$ cat config.mk
export PLATFORM = sky130hd
export DESIGN_NAME = disp_scan_ctrl
export DESIGN_NICKNAME = d
export VERILOG_FILES = /design/src/rtl/disp_scan_pkg.sv /design/src/rtl/disp_scan_ctrl_timer.sv /design/src/rtl/disp_scan_ctrl.sv
export SDC_FILE = /design/constraint.sdc
export NUM_CORES = 1
export LEC_CHECK = 0
export ABC_CLOCK_PERIOD_IN_PS = 6000
export CAP_MARGIN = 0
export CORE_UTILIZATION = 45
export DETAILED_ROUTE_END_ITERATION = 12
export GPL_ROUTABILITY_DRIVEN = 0
export PLACE_DENSITY = 0.74
export SYNTH_ARGS = -nofsm -noshare
export SYNTH_HDL_FRONTEND = slang
export SYNTH_SLANG_ARGS = --single-unit
$ cat constraint.sdc
create_clock -name clk -period 6 [get_ports clk]
set_clock_uncertainty 0.15 [all_clocks]
set_input_delay 0.6 -clock clk [delete_from_list [all_inputs] [get_ports clk]]
set_output_delay 0.6 -clock clk [all_outputs]
set_load 0.05 [all_outputs]
$ cat src/rtl/disp_scan_pkg.sv
// Shared types and constants for the multiplexed seven-segment scan controller.
//   scan_state_e : controller FSM states
//   disp_word_t  : one display word {blank, points, hexs}
//   hex_nibble() : selects the nibble that belongs to a digit
package disp_scan_pkg;

  localparam int unsigned NUM_DIGITS = 4;
  localparam int unsigned NIB_W      = 4;
  localparam int unsigned HEX_W      = NUM_DIGITS * NIB_W;
  localparam int unsigned WORD_W     = 24;

  typedef enum logic [1:0] {
    ST_IDLE  = 2'd0,
    ST_DRIVE = 2'd1,
    ST_GUARD = 2'd2
  } scan_state_e;

  // Bit order matches the flat {blank, points, hexs} load word.
  typedef struct packed {
    logic [NUM_DIGITS-1:0] blank;
    logic [NUM_DIGITS-1:0] points;
    logic [HEX_W-1:0]      hexs;
  } disp_word_t;

  function automatic logic [NIB_W-1:0] hex_nibble(input logic [HEX_W-1:0] hexs,
                                                 input logic [1:0]       k);
    return hexs[{k, 2'b00} +: NIB_W];
  endfunction

endpackage

$ cat src/rtl/disp_scan_ctrl_timer.sv
// scan_timer: loadable down-counter that times DRIVE and GUARD intervals.
//   clk, rst_n : clock, async active-low reset
//   i_load     : load i_value this cycle (takes priority over counting)
//   i_value    : interval length in cycles
//   o_count    : current count (registered)
//   o_done_c   : last cycle of the interval (count == 1), combinational
module scan_timer #(
  parameter int unsigned W = 4
) (
  input  logic         clk,
  input  logic         rst_n,
  input  logic         i_load,
  input  logic [W-1:0] i_value,
  output logic [W-1:0] o_count,
  output logic         o_done_c
);

  logic [W-1:0] r_count;

  // Loaded with N on entry, so count==1 marks the Nth cycle in the state.
  always_ff @(posedge clk or negedge rst_n) begin
    if (!rst_n) begin
      r_count <= '0;
    end else if (i_load) begin
      r_count <= i_value;
    end else if (r_count != '0) begin
      r_count <= r_count - W'(1);
    end
  end

  assign o_count  = r_count;
  assign o_done_c = (r_count == W'(1));

endmodule

$ cat src/rtl/disp_scan_ctrl.sv
// disp_scan_ctrl: four-digit multiplexed seven-segment scan controller.
// A word offered with load/ready goes into a pending register, is moved to
// the shadow register in IDLE or at a frame boundary, and the shadow is
// scanned digit by digit: DWELL cycles driven, GUARD cycles all-dark.
//   clk, rst_n      : clock, async active-low reset
//   hexs/points/blank, load : display word and its valid strobe
//   ready           : a load is accepted this cycle
//   dec_d, dec_point, dec_le : decoder nibble, point, blank (1 = dark)
//   an              : active-low digit anodes
//   frame_tick      : one-cycle pulse on the last cycle of each frame
module disp_scan_ctrl
  import disp_scan_pkg::*;
#(
  parameter int unsigned DWELL = 50000,
  parameter int unsigned GUARD = 16
) (
  input  logic                  clk,
  input  logic                  rst_n,
  input  logic [HEX_W-1:0]      hexs,
  input  logic [NUM_DIGITS-1:0] points,
  input  logic [NUM_DIGITS-1:0] blank,
  input  logic                  load,
  output logic                  ready,
  output logic [NIB_W-1:0]      dec_d,
  output logic                  dec_point,
  output logic                  dec_le,
  output logic [NUM_DIGITS-1:0] an,
  output logic                  frame_tick
);

  localparam int unsigned MAX_INT    = (DWELL > GUARD) ? DWELL : GUARD;
  localparam int unsigned TW         = $clog2(MAX_INT + 1);
  localparam logic [1:0]  LAST_DIGIT = 2'(NUM_DIGITS - 1);

  // Registered state
  scan_state_e           r_state;
  logic [1:0]            r_idx;
  disp_word_t            r_pend;
  logic                  r_pend_v;
  disp_word_t            r_shadow;
  logic                  r_ready;
  logic [NUM_DIGITS-1:0] r_an;
  logic [NIB_W-1:0]      r_dec_d;
  logic                  r_dec_point;
  logic                  r_dec_le;
  logic                  r_frame_tick;

  // Next-state values
  scan_state_e           w_state_nxt;
  logic [1:0]            w_idx_nxt;
  disp_word_t            w_pend_nxt;
  logic                  w_pend_v_nxt;
  disp_word_t            w_shadow_nxt;
  logic                  w_ready_nxt;
  logic [NUM_DIGITS-1:0] w_an_nxt;
  logic [NIB_W-1:0]      w_dec_d_nxt;
  logic                  w_dec_point_nxt;
  logic                  w_dec_le_nxt;
  logic                  w_frame_tick_nxt;

  logic                  w_enter_drive;
  logic [1:0]            w_drive_idx;
  logic [NUM_DIGITS-1:0] w_an_sel;

  logic                  w_tmr_load;
  logic [TW-1:0]         w_tmr_value;
  logic [TW-1:0]         w_tmr_count;
  logic                  w_tmr_done;

  logic [WORD_W-1:0]     w_load_bits;
  disp_word_t            w_load_word;
  logic                  w_accept;
  logic                  w_frame_end;
  logic                  w_commit;

  assign w_load_bits = {blank, points, hexs};
  assign w_load_word = disp_word_t'(w_load_bits);
  assign w_accept    = load && r_ready;
  assign w_frame_end = (r_state == ST_GUARD) && (r_idx == LAST_DIGIT) && w_tmr_done;
  // Pending only moves to the shadow while idle or on the frame's last cycle.
  assign w_commit    = r_pend_v && ((r_state == ST_IDLE) || w_frame_end);

  scan_timer #(.W(TW)) u_timer (
    .clk      (clk),
    .rst_n    (rst_n),
    .i_load   (w_tmr_load),
    .i_value  (w_tmr_value),
    .o_count  (w_tmr_count),
    .o_done_c (w_tmr_done)
  );

  // State and output registers
  always_ff @(posedge clk or negedge rst_n) begin
    if (!rst_n) begin
      r_state      <= ST_IDLE;
      r_idx        <= 2'd0;
      r_pend       <= '0;
      r_pend_v     <= 1'b0;
      r_shadow     <= '0;
      r_ready      <= 1'b1;
      r_an         <= '1;
      r_dec_d      <= '0;
      r_dec_point  <= 1'b0;
      r_dec_le     <= 1'b1;
      r_frame_tick <= 1'b0;
    end else begin
      r_state      <= w_state_nxt;
      r_idx        <= w_idx_nxt;
      r_pend       <= w_pend_nxt;
      r_pend_v     <= w_pend_v_nxt;
      r_shadow     <= w_shadow_nxt;
      r_ready      <= w_ready_nxt;
      r_an         <= w_an_nxt;
      r_dec_d      <= w_dec_d_nxt;
      r_dec_point  <= w_dec_point_nxt;
      r_dec_le     <= w_dec_le_nxt;
      r_frame_tick <= w_frame_tick_nxt;
    end
  end

  // Next-state and next-output logic
  always_comb begin
    w_state_nxt      = r_state;
    w_idx_nxt        = r_idx;
    w_pend_nxt       = r_pend;
    w_pend_v_nxt     = r_pend_v;
    w_shadow_nxt     = r_shadow;
    w_ready_nxt      = r_ready;
    w_an_nxt         = r_an;
    w_dec_d_nxt      = r_dec_d;
    w_dec_point_nxt  = r_dec_point;
    w_dec_le_nxt     = r_dec_le;
    w_frame_tick_nxt = 1'b0;
    w_enter_drive    = 1'b0;
    w_drive_idx      = r_idx;
    w_an_sel         = '0;
    w_tmr_load       = 1'b0;
    w_tmr_value      = '0;

    // ready is low whenever pending is occupied, so commit and accept never overlap.
    if (w_commit) begin
      w_shadow_nxt = r_pend;
      w_pend_v_nxt = 1'b0;
      w_ready_nxt  = 1'b1;
    end else if (w_accept) begin
      w_pend_nxt   = w_load_word;
      w_pend_v_nxt = 1'b1;
      w_ready_nxt  = 1'b0;
    end

    case (r_state)
      ST_IDLE: begin
        if (w_commit) begin
          w_enter_drive = 1'b1;
          w_drive_idx   = 2'd0;
        end
      end
      ST_DRIVE: begin
        if (w_tmr_done) begin
          w_state_nxt  = ST_GUARD;
          w_tmr_load   = 1'b1;
          w_tmr_value  = TW'(GUARD);
          w_an_nxt     = '1;
          w_dec_le_nxt = 1'b1;
          // A one-cycle guard on the last digit is itself the frame boundary.
          if ((r_idx == LAST_DIGIT) && (GUARD == 1)) begin
            w_frame_tick_nxt = 1'b1;
          end
        end
      end
      ST_GUARD: begin
        if (w_tmr_done) begin
          w_enter_drive = 1'b1;
          w_drive_idx   = r_idx + 2'd1;
        end else if ((r_idx == LAST_DIGIT) &&
                     ({1'b0, w_tmr_count} == (TW + 1)'(2))) begin
          // Registered tick lands on the final guard cycle.
          w_frame_tick_nxt = 1'b1;
        end
      end
      default: begin
        w_state_nxt = ST_IDLE;
      end
    endcase

    // Digit outputs come from the post-commit shadow so a new word starts on digit 0.
    if (w_enter_drive) begin
      w_state_nxt     = ST_DRIVE;
      w_idx_nxt       = w_drive_idx;
      w_tmr_load      = 1'b1;
      w_tmr_value     = TW'(DWELL);
      w_an_sel        = 4'b0001 << w_drive_idx;
      w_an_nxt        = ~w_an_sel;
      w_dec_d_nxt     = hex_nibble(w_shadow_nxt.hexs, w_drive_idx);
      w_dec_point_nxt = w_shadow_nxt.points[w_drive_idx];
      w_dec_le_nxt    = w_shadow_nxt.blank[w_drive_idx];
    end
  end

  assign ready      = r_ready;
  assign dec_d      = r_dec_d;
  assign dec_point  = r_dec_point;
  assign dec_le     = r_dec_le;
  assign an         = r_an;
  assign frame_tick = r_frame_tick;

endmodule

==> results of run 1 <==
[per-layer routing]
metal | part of all wire [%] | wire, um | track usage [%]
met1 | 43 | 3370 | 25.2
met2 | 51 | 3930 | 31.7
met3 | 4.6 | 356 | 4.37
met4 | 1.4 | 110 | 7.82
met5 | 0 | 0 | 0
[power groups by stage]
| stage | Combinational [mW] | Sequential, mW | Clock [mW] |
|---|---|---|---|
| 2_1_floorplan | 0.202 | 0.804 | 0 |
| 3_3_place_gp | 0.303 | 0.794 | 0 |
| 3_5_place_dp | 0.316 | 0.800 | 0 |
| 4_1_cts | 0.318 | 0.791 | 0.399 |
| 5_1_grt | 0.354 | 0.807 | 0.420 |
| 6_report | 0.315 | 0.792 | 0.390 |
[per-stage QoR]
stage | cells | hold slack [ns]
4_1_cts | 504 | 0.300
6_report | 504 | 0.246
3_3_place_gp | 488 | 0.293
5_1_grt | 504 | 0.338
3_5_place_dp | 488 | 0.300
2_1_floorplan | 359 | 0.154
[registers in the layout, indices dropped and copies added (netlist names)]
name / cells
r_pend: 24
r_shadow: 24
u_timer.o_count: 16
an: 4
dec_d: 4
r_idx: 2
r_state: 2
dec_le: 1
dec_point: 1
frame_tick: 1
r_pend_v: 1
ready: 1
[layout make-up]
cell class | instances | area share (%)
repair buffers | 40 | 8.93
inverters | 5 | 0.426
flip-flops and latches | 81 | 46.2
clock buffers | 11 | 2.99
well taps | 105 | 2.99
multi-input cells | 257 | 37.2
clock inverters | 5 | 1.28
[worst max path at each step]
| stage | from | endpoint | slack (ns) | cells after the start |
|---|---|---|---|---|
| after floorplan | u_timer.o_count[1]$_DFFE_PN0P_ | r_pend[10]$_DFFE_PN0P_ | 3.48 | 10 |
| after CTS | u_timer.o_count[1]$_DFFE_PN0P_ | r_pend[23]$_DFFE_PN0P_ | 2.73 | 8 |
| final | u_timer.o_count[1]$_DFFE_PN0P_ | r_pend[23]$_DFFE_PN0P_ | 2.81 | 8 |
| after detailed placement | u_timer.o_count[1]$_DFFE_PN0P_ | r_pend[2]$_DFFE_PN0P_ | 2.75 | 8 |
| after global routing | u_timer.o_count[1]$_DFFE_PN0P_ | r_pend[23]$_DFFE_PN0P_ | 2.59 | 8 |
| after global placement | u_timer.o_count[1]$_DFFE_PN0P_ | r_pend[19]$_DFFE_PN0P_ | 2.89 | 8 |
[cells by family (layout without fill, tap and decap cells)]
family / count (synthesis) / after routing / synth area share [%]
AND/OR/NAND/NOR: 145 / 145 / 18.0
flip-flops: 81 / 81 / 53.8
XOR/XNOR: 12 / 12 / 2.78
buffers and inverters: 21 / 61 / 2.94
multiplexers: 35 / 35 / 10.1
adder cells (fa/ha/maj): 5 / 5 / 1.65
AO/OA/AOI/OAI: 60 / 60 / 10.7
[worst max-delay path: stages (launching register included)]
cell and delay, ns:
sky130_fd_sc_hd__dfrtp_1 0.37, sky130_fd_sc_hd__inv_1 0.10, sky130_fd_sc_hd__ha_1 0.22, sky130_fd_sc_hd__nor4b_1 0.14, sky130_fd_sc_hd__and4_1 0.26, sky130_fd_sc_hd__a31oi_2 0.20, sky130_fd_sc_hd__buf_4 0.29, sky130_fd_sc_hd__and3_1 0.90
sky130_fd_sc_hd__mux2_2 0.42
[cells in the final DEF, fill, tap and decap left out, types with 3 or more instances in the layout]
cell type                         count
sky130_fd_sc_hd__dfstp_2              6
sky130_fd_sc_hd__dfrtp_1             75
sky130_fd_sc_hd__clkdlybuf4s50_1     37
sky130_fd_sc_hd__inv_1                4
sky130_fd_sc_hd__o211ai_1             5
sky130_fd_sc_hd__nand3_1              3
sky130_fd_sc_hd__ha_1                 5
sky130_fd_sc_hd__xor2_1               3
sky130_fd_sc_hd__o21ai_0             14
sky130_fd_sc_hd__nor4_1               3
sky130_fd_sc_hd__nor3_1               6
sky130_fd_sc_hd__mux2i_1             10
sky130_fd_sc_hd__or3_1                3
sky130_fd_sc_hd__a21oi_1             18
sky130_fd_sc_hd__xnor2_1              9
sky130_fd_sc_hd__clkbuf_8             9
sky130_fd_sc_hd__nor2_1              25
sky130_fd_sc_hd__nand2b_1             3
sky130_fd_sc_hd__nand2_1             82
sky130_fd_sc_hd__mux2_2              25
sky130_fd_sc_hd__buf_4                3
sky130_fd_sc_hd__a2bb2oi_1            5
sky130_fd_sc_hd__a211oi_1             3
==> results.rst, run 1 <==
.. list-table::
   :header-rows: 1

   * - Metric
     - Value
   * - Overall track demand over capacity in global routing
     - 19.5%
   * - Number of cells upsized or downsized after cts
     - 0
   * - Multi-input gate area in the final layout
     - ~1600 sq um
   * - Placed cell area
     - 4210 sq um
   * - Number of sinks handled by clock tree synthesis
     - 81
   * - Number of DRC violations after detailed routing
     - 0
   * - Unrepaired setup endpoints after global routing
     - false
   * - Fraction of the yosys area taken by sequential cells
     - 53.8%
   * - Grt ovf
     - 0
   * - Wire per inst
     - between 15 and 20 um
   * - I/O Pins
     - 39
   * - Root cell of the clock tree
     - sky130_fd_sc_hd__clkbuf_8
   * - Worst reg-to-reg setup slack
     - 2.81 ns
   * - Final #Nets
     - 426
   * - Share of final-layout standard cells stronger than drive strength 1
     - 15.8%
   * - Global-route wire length before repair
     - 12.9 mm
   * - Fin. Hold Viols
     - 0
   * - Final critical-path share of the clock period
     - 53.2%
   * - Total setup buffers inserted after CTS
     - 0
   * - Number of global-route vias before repair
     - 2687
   * - CTS HTree Levels
     - 3
   * - Number of nets with antenna violations after routing
     - 0
   * - Max clock buf depth
     - 2
   * - Max_cap viols
     - 0
   * - Layout Area Growth over Synthesis
     - 16.4%
   * - Pins over their slew limit
     - 0
   * - Count of buffers from port buffering
     - 38
   * - Psw
     - 477 uW
   * - Clk Latency, worst-skew pair
     - 0.36 ns
   * - Worst setup margin
     - 2.81 ns
   * - Crit start category
     - register
   * - Post-synthesis sequential element count
     - 81
   * - Largest fanout on the critical path
     - 26
   * - Sum of internal, switching and leakage power
     - 1.50 mW
   * - Drt pass-1 iters
     - 4
   * - Synth cell types
     - 56
   * - Status
     - finished, final reports clean
   * - Area fraction of the dominant cell type after synthesis
     - 49.6%
   * - Total number of vias
     - about 2700
   * - Count of mapped cells out of synthesis
     - 359
   * - Endpoint of the most critical register-to-register path
     - r_pend[23]$_DFFE_PN0P_
   * - Asr flop ratio synth
     - 100%
   * - Antenna Cells
     - 0
   * - Proportion of power drawn by flip-flops and latches
     - 52.9%
   * - Syn Nets
     - 391
   * - CTS tree
     - done
   * - Required time worst endpoint
     - 6.08 ns
   * - Top post-synthesis cells by count
     - sky130_fd_sc_hd__nand2_1, sky130_fd_sc_hd__dfrtp_1, sky130_fd_sc_hd__mux2_2, sky130_fd_sc_hd__nor2_1, sky130_fd_sc_hd__a21oi_1
   * - Endpoint kind of the worst setup timing path
     - register
   * - Number of rows created at floorplan
     - 33
   * - Class of the worst hold path
     - input pin to async pin
   * - Fillers
     - 711
   * - Synth Area per Inst
     - 10.5 sq um
   * - Post-Syn Area
     - approximately 3800 sq um
   * - Number of antenna violations at the first check in global routing
     - 0
   * - Synth top area cells
     - sky130_fd_sc_hd__dfrtp_1, sky130_fd_sc_hd__nand2_1, sky130_fd_sc_hd__mux2_2
   * - Critical path arrival
     - 3.28 ns
   * - Power share of the combinational group
     - 21.1%
   * - Final setup violation count
     - 0
   * - Setup total negative slack
     - 0 ns
   * - Relative slew slack
     - 30.1%
   * - Post-Route WL
     - 7.77 mm
   * - Full die area
     - 8770 sq um
   * - Die Height
     - 93.7 um
   * - Origin of the critical flop-to-flop path
     - u_timer.o_count[1]$_DFFE_PN0P_
   * - Sw Share
     - 31.8%
   * - Avg Vias per Cell
     - 5.38
   * - Worst Setup Slack post-DPL
     - approximately 2.8 ns
   * - Depth of the most critical reg-to-reg path
     - 8
   * - Slew at the pin with the worst max-slew slack
     - 1.05 ns
   * - Top cell type by total area after synthesis
     - sky130_fd_sc_hd__dfrtp_1
   * - Count of flip-flops with a built-in enable after synthesis
     - 0
   * - Sequential Area
     - 2030 sq um
   * - Clock transition time at the flip-flop clock pins of the worst setup and hold paths
     - 0.08 ns
   * - Largest net degree at the start of global routing
     - between 80 and 90
   * - Number of DRC markers after the initial detailed-route iteration
     - 182
   * - Worst ir drop on vdd
     - around 170 uV
   * - Pwr/cell area
     - about 340 nW/um^2
   * - Reported leakage power
     - 1.93 nW
   * - Number of buffers inserted during clock tree synthesis
     - 9
   * - Hold-fix buffers, CTS
     - 0
   * - Predominant post-synthesis flop cell
     - sky130_fd_sc_hd__dfrtp_1
   * - Final HPWL from detailed placement
     - 5.20 mm
   * - Cell internal pwr
     - 1.02 mW
   * - Maximum frequency from static timing analysis
     - 313 MHz
   * - Final std cell area, no fill
     - 4400 sq um
   * - Cell with the most instances after synthesis
     - sky130_fd_sc_hd__nand2_1
   * - Fraction of the core area covered by cells at the end of the flow
     - 53.8%
   * - Warning count from the yosys run
     - 0
   * - Initial core utilization
     - 46.3%
   * - Placeable core region
     - 8180 sq um
   * - Post-route minimum period
     - approximately 3.2 ns
   * - Die width
     - between 90 and 100 um
   * - Clock power share
     - a little over a quarter
   * - Critical path type
     - register to register
Power figures use the tool's default switching activity.
==> run 2: changes to the inputs <==
--- a/config.mk
+++ b/config.mk
@@ -5,7 +5,7 @@
 export SDC_FILE = /design/constraint.sdc
 export NUM_CORES = 1
 export LEC_CHECK = 0
-export ABC_CLOCK_PERIOD_IN_PS = 6000
+export ABC_CLOCK_PERIOD_IN_PS = 3300
 export CAP_MARGIN = 0
 export CORE_UTILIZATION = 45
 export DETAILED_ROUTE_END_ITERATION = 12
==> constraint.sdc (replaced) <==
create_clock -name clk -period 3.3 [get_ports clk]
set_clock_uncertainty 0.15 [all_clocks]
set_input_delay 0.33 -clock clk [delete_from_list [all_inputs] [get_ports clk]]
set_output_delay 0.33 -clock clk [all_outputs]
set_load 0.05 [all_outputs]
==> run 2 against run 1 <==
  * The flow now finishes with violations (negative hold slack)
  * Highest routed layer unchanged
  * Combinational power grew 84%
  * Via count grew 0.22%
  * Flip-flop and latch count is the same
  * Global-route usage grew 0.23 points
  * Critical path depth grew 2
  * Sequential share of layout area shrank 0.42 points
==> results.rst, run 2 (synthesized netlist as in run 1, its figures left out) <==
.. list-table::
   :header-rows: 1

   * - Metric
     - Value
   * - Number of DRC violations after detailed routing
     - 0
   * - Hold-fix buffers, CTS
     - 0
   * - Relative slew slack
     - approximately 29%
   * - Critical path type
     - register to register
   * - Clock transition time at the flip-flop clock pins of the worst setup and hold paths
     - 0.10 ns
   * - Final Hold Slack
     - -0.0213 ns
   * - Number of rows created at floorplan
     - 33
   * - Number of antenna violations at the first check in global routing
     - 0
   * - Worst ir drop on vdd
     - 288 uV
   * - Count of buffers from port buffering
     - 38
   * - Setup total negative slack
     - 0 ns
   * - Sw Share
     - 33.7%
   * - Class of the worst hold path
     - input pin to async pin
   * - Final HPWL from detailed placement
     - 5.18 mm
   * - Status
     - finished with violations
   * - Max_cap viols
     - 0
   * - Clock power share
     - a little over a quarter
   * - I/O Pins
     - 39
   * - Cell internal pwr
     - 1.81 mW
   * - Commonest non-fill, non-tap cells in the layout
     - sky130_fd_sc_hd__nand2_1, sky130_fd_sc_hd__dfrtp_1, sky130_fd_sc_hd__clkdlybuf4s50_1
   * - Critical path arrival
     - 3.00 ns
   * - Final setup violation count
     - 0
   * - Overall track demand over capacity in global routing
     - roughly a fifth
   * - Total setup buffers inserted after CTS
     - 0
   * - Endpoint kind of the worst setup timing path
     - register
   * - Grt ovf
     - 0
   * - Full die area
     - 8770 sq um
   * - Slew at the pin with the worst max-slew slack
     - roughly 1.1 ns
   * - Pins over their slew limit
     - 0
   * - Antenna Cells
     - 0
   * - Share of final-layout standard cells stronger than drive strength 1
     - 17.1%
   * - Worst reg-to-reg setup slack
     - around 0.38 ns
   * - Required time worst endpoint
     - 3.38 ns
   * - Avg Vias per Cell
     - 5.35
   * - Sum of internal, switching and leakage power
     - 2.73 mW
   * - Worst Setup Slack post-DPL
     - 0.323 ns
   * - Wire per inst
     - 14.9 um
   * - Final #Nets
     - between 400 and 500
   * - Psw
     - 919 uW
   * - Initial core utilization
     - roughly 46%
   * - Number of nets with antenna violations after routing
     - 0
   * - Post-Route WL
     - around 7.6 mm
   * - Layout Area Growth over Synthesis
     - 17.4%
   * - Die width
     - 93.7 um
   * - Origin of the critical flop-to-flop path
     - u_timer.o_count[1]$_DFFE_PN0P_
   * - Depth of the most critical reg-to-reg path
     - 10
   * - Placed cell area
     - 4240 sq um
   * - Endpoint of the most critical register-to-register path
     - dec_point$_DFFE_PN0P_
   * - Unrepaired setup endpoints after global routing
     - false
   * - Largest fanout on the critical path
     - 20
   * - Number of cells upsized or downsized after cts
     - 0
   * - Number of buffers inserted during clock tree synthesis
     - 9
   * - Worst setup margin
     - 0.377 ns
   * - Die Height
     - 93.7 um
   * - Reported leakage power
     - 1.95 nW
   * - Number of DRC markers after the initial detailed-route iteration
     - 117
   * - CTS HTree Levels
     - 3
   * - Pwr/cell area
     - 614 nW/um^2
   * - Number of global-route vias before repair
     - 2670
   * - Root cell of the clock tree
     - sky130_fd_sc_hd__clkbuf_8
   * - Largest net degree at the start of global routing
     - a little over 80
   * - Placeable core region
     - a little over 8000 sq um
   * - Most common cell after layout, fill and taps aside
     - sky130_fd_sc_hd__nand2_1
   * - Violations in the final reports
     - negative hold slack
   * - Fin. Hold Viols
     - 51
   * - Total number of vias
     - roughly 2700
   * - Maximum frequency from static timing analysis
     - 342 MHz
   * - Post-route minimum period
     - 2.92 ns
   * - Max clock buf depth
     - 2
   * - Proportion of power drawn by flip-flops and latches
     - roughly 53%
   * - Final std cell area, no fill
     - around 4400 sq um
   * - CTS tree
     - done
   * - Global-route wire length before repair
     - ~13 mm
   * - Clk Latency, worst-skew pair
     - about 0.37 ns
   * - Power share of the combinational group
     - 21.2%
   * - Number of sinks handled by clock tree synthesis
     - 81
   * - Drt pass-1 iters
     - 4
   * - Crit start category
     - register
   * - Final critical-path share of the clock period
     - 88.6%
## run 2: cell count changes in the layout (fill, tap and decap cells not counted), moves of 2 or more
cell and delta:
sky130_fd_sc_hd__clkinv_2 -2, sky130_fd_sc_hd__clkbuf_1 -2, sky130_fd_sc_hd__buf_4 +4, sky130_fd_sc_hd__inv_8 +3
## run 2: worst max-delay path: stages (launching register included)
cell                        delay [ns]
sky130_fd_sc_hd__dfrtp_1          0.40
sky130_fd_sc_hd__inv_1            0.13
sky130_fd_sc_hd__ha_1             0.20
sky130_fd_sc_hd__nor4b_1          0.27
sky130_fd_sc_hd__and4_1           0.40
sky130_fd_sc_hd__and4bb_4         0.29
sky130_fd_sc_hd__a211oi_4         0.05
sky130_fd_sc_hd__inv_2            0.36
sky130_fd_sc_hd__mux2i_1          0.24
sky130_fd_sc_hd__a2bb2oi_1        0.19
sky130_fd_sc_hd__o211ai_1         0.11
## run 2: layer usage
layer  GRT usage (%)  part of all wire [%]  vias up
met3            5.83                   3.2       10
met1            25.9                    47     1349
li1                -                     -     1315
met4            7.18                   1.5        0
met2            30.9                    48       46
met5               0                     0        -
## run 2: layout make-up
type | instances | area, sq um
clock buffer | 9 | 124
clock inverter | 7 | 73.8
fill | 730 | 3730
inverter | 5 | 18.8
multi-input combinational | 257 | 1640
sequential | 81 | 2030
tap | 105 | 131
timing repair buffer | 44 | 423
## run 2: worst max path at each step
| stage | start | to | slack (ns) | cells after the start |
|---|---|---|---|---|
| floorplan | u_timer.o_count[1]$_DFFE_PN0P_ | r_pend[10]$_DFFE_PN0P_ | 0.78 | 10 |
| global placement | u_timer.o_count[1]$_DFFE_PN0P_ | r_pend[8]$_DFFE_PN0P_ | 0.44 | 7 |
| detailed placement | u_timer.o_count[1]$_DFFE_PN0P_ | r_pend[2]$_DFFE_PN0P_ | 0.32 | 7 |
| CTS | u_timer.o_count[1]$_DFFE_PN0P_ | r_pend[2]$_DFFE_PN0P_ | 0.30 | 7 |
| global route | u_timer.o_count[1]$_DFFE_PN0P_ | dec_d[3]$_DFFE_PN0P_ | 0.15 | 10 |
| finish | u_timer.o_count[1]$_DFFE_PN0P_ | dec_point$_DFFE_PN0P_ | 0.38 | 10 |
## run 2: power groups by stage
stage	logic (mW)	clock network, mW	registers (mW)
final	0.580	0.710	1.44
after floorplan	0.367	0	1.46
after detailed placement	0.586	0	1.45
after CTS	0.587	0.732	1.44
after global routing	0.655	0.786	1.47
after global placement	0.560	0	1.44
## run 2: metrics by stage
stage	std cells	util, %
finish	508	54.3
global route	508	54.3
CTS	508	54.3
detailed placement	492	51.9
global placement	492	51.9
floorplan	359	-
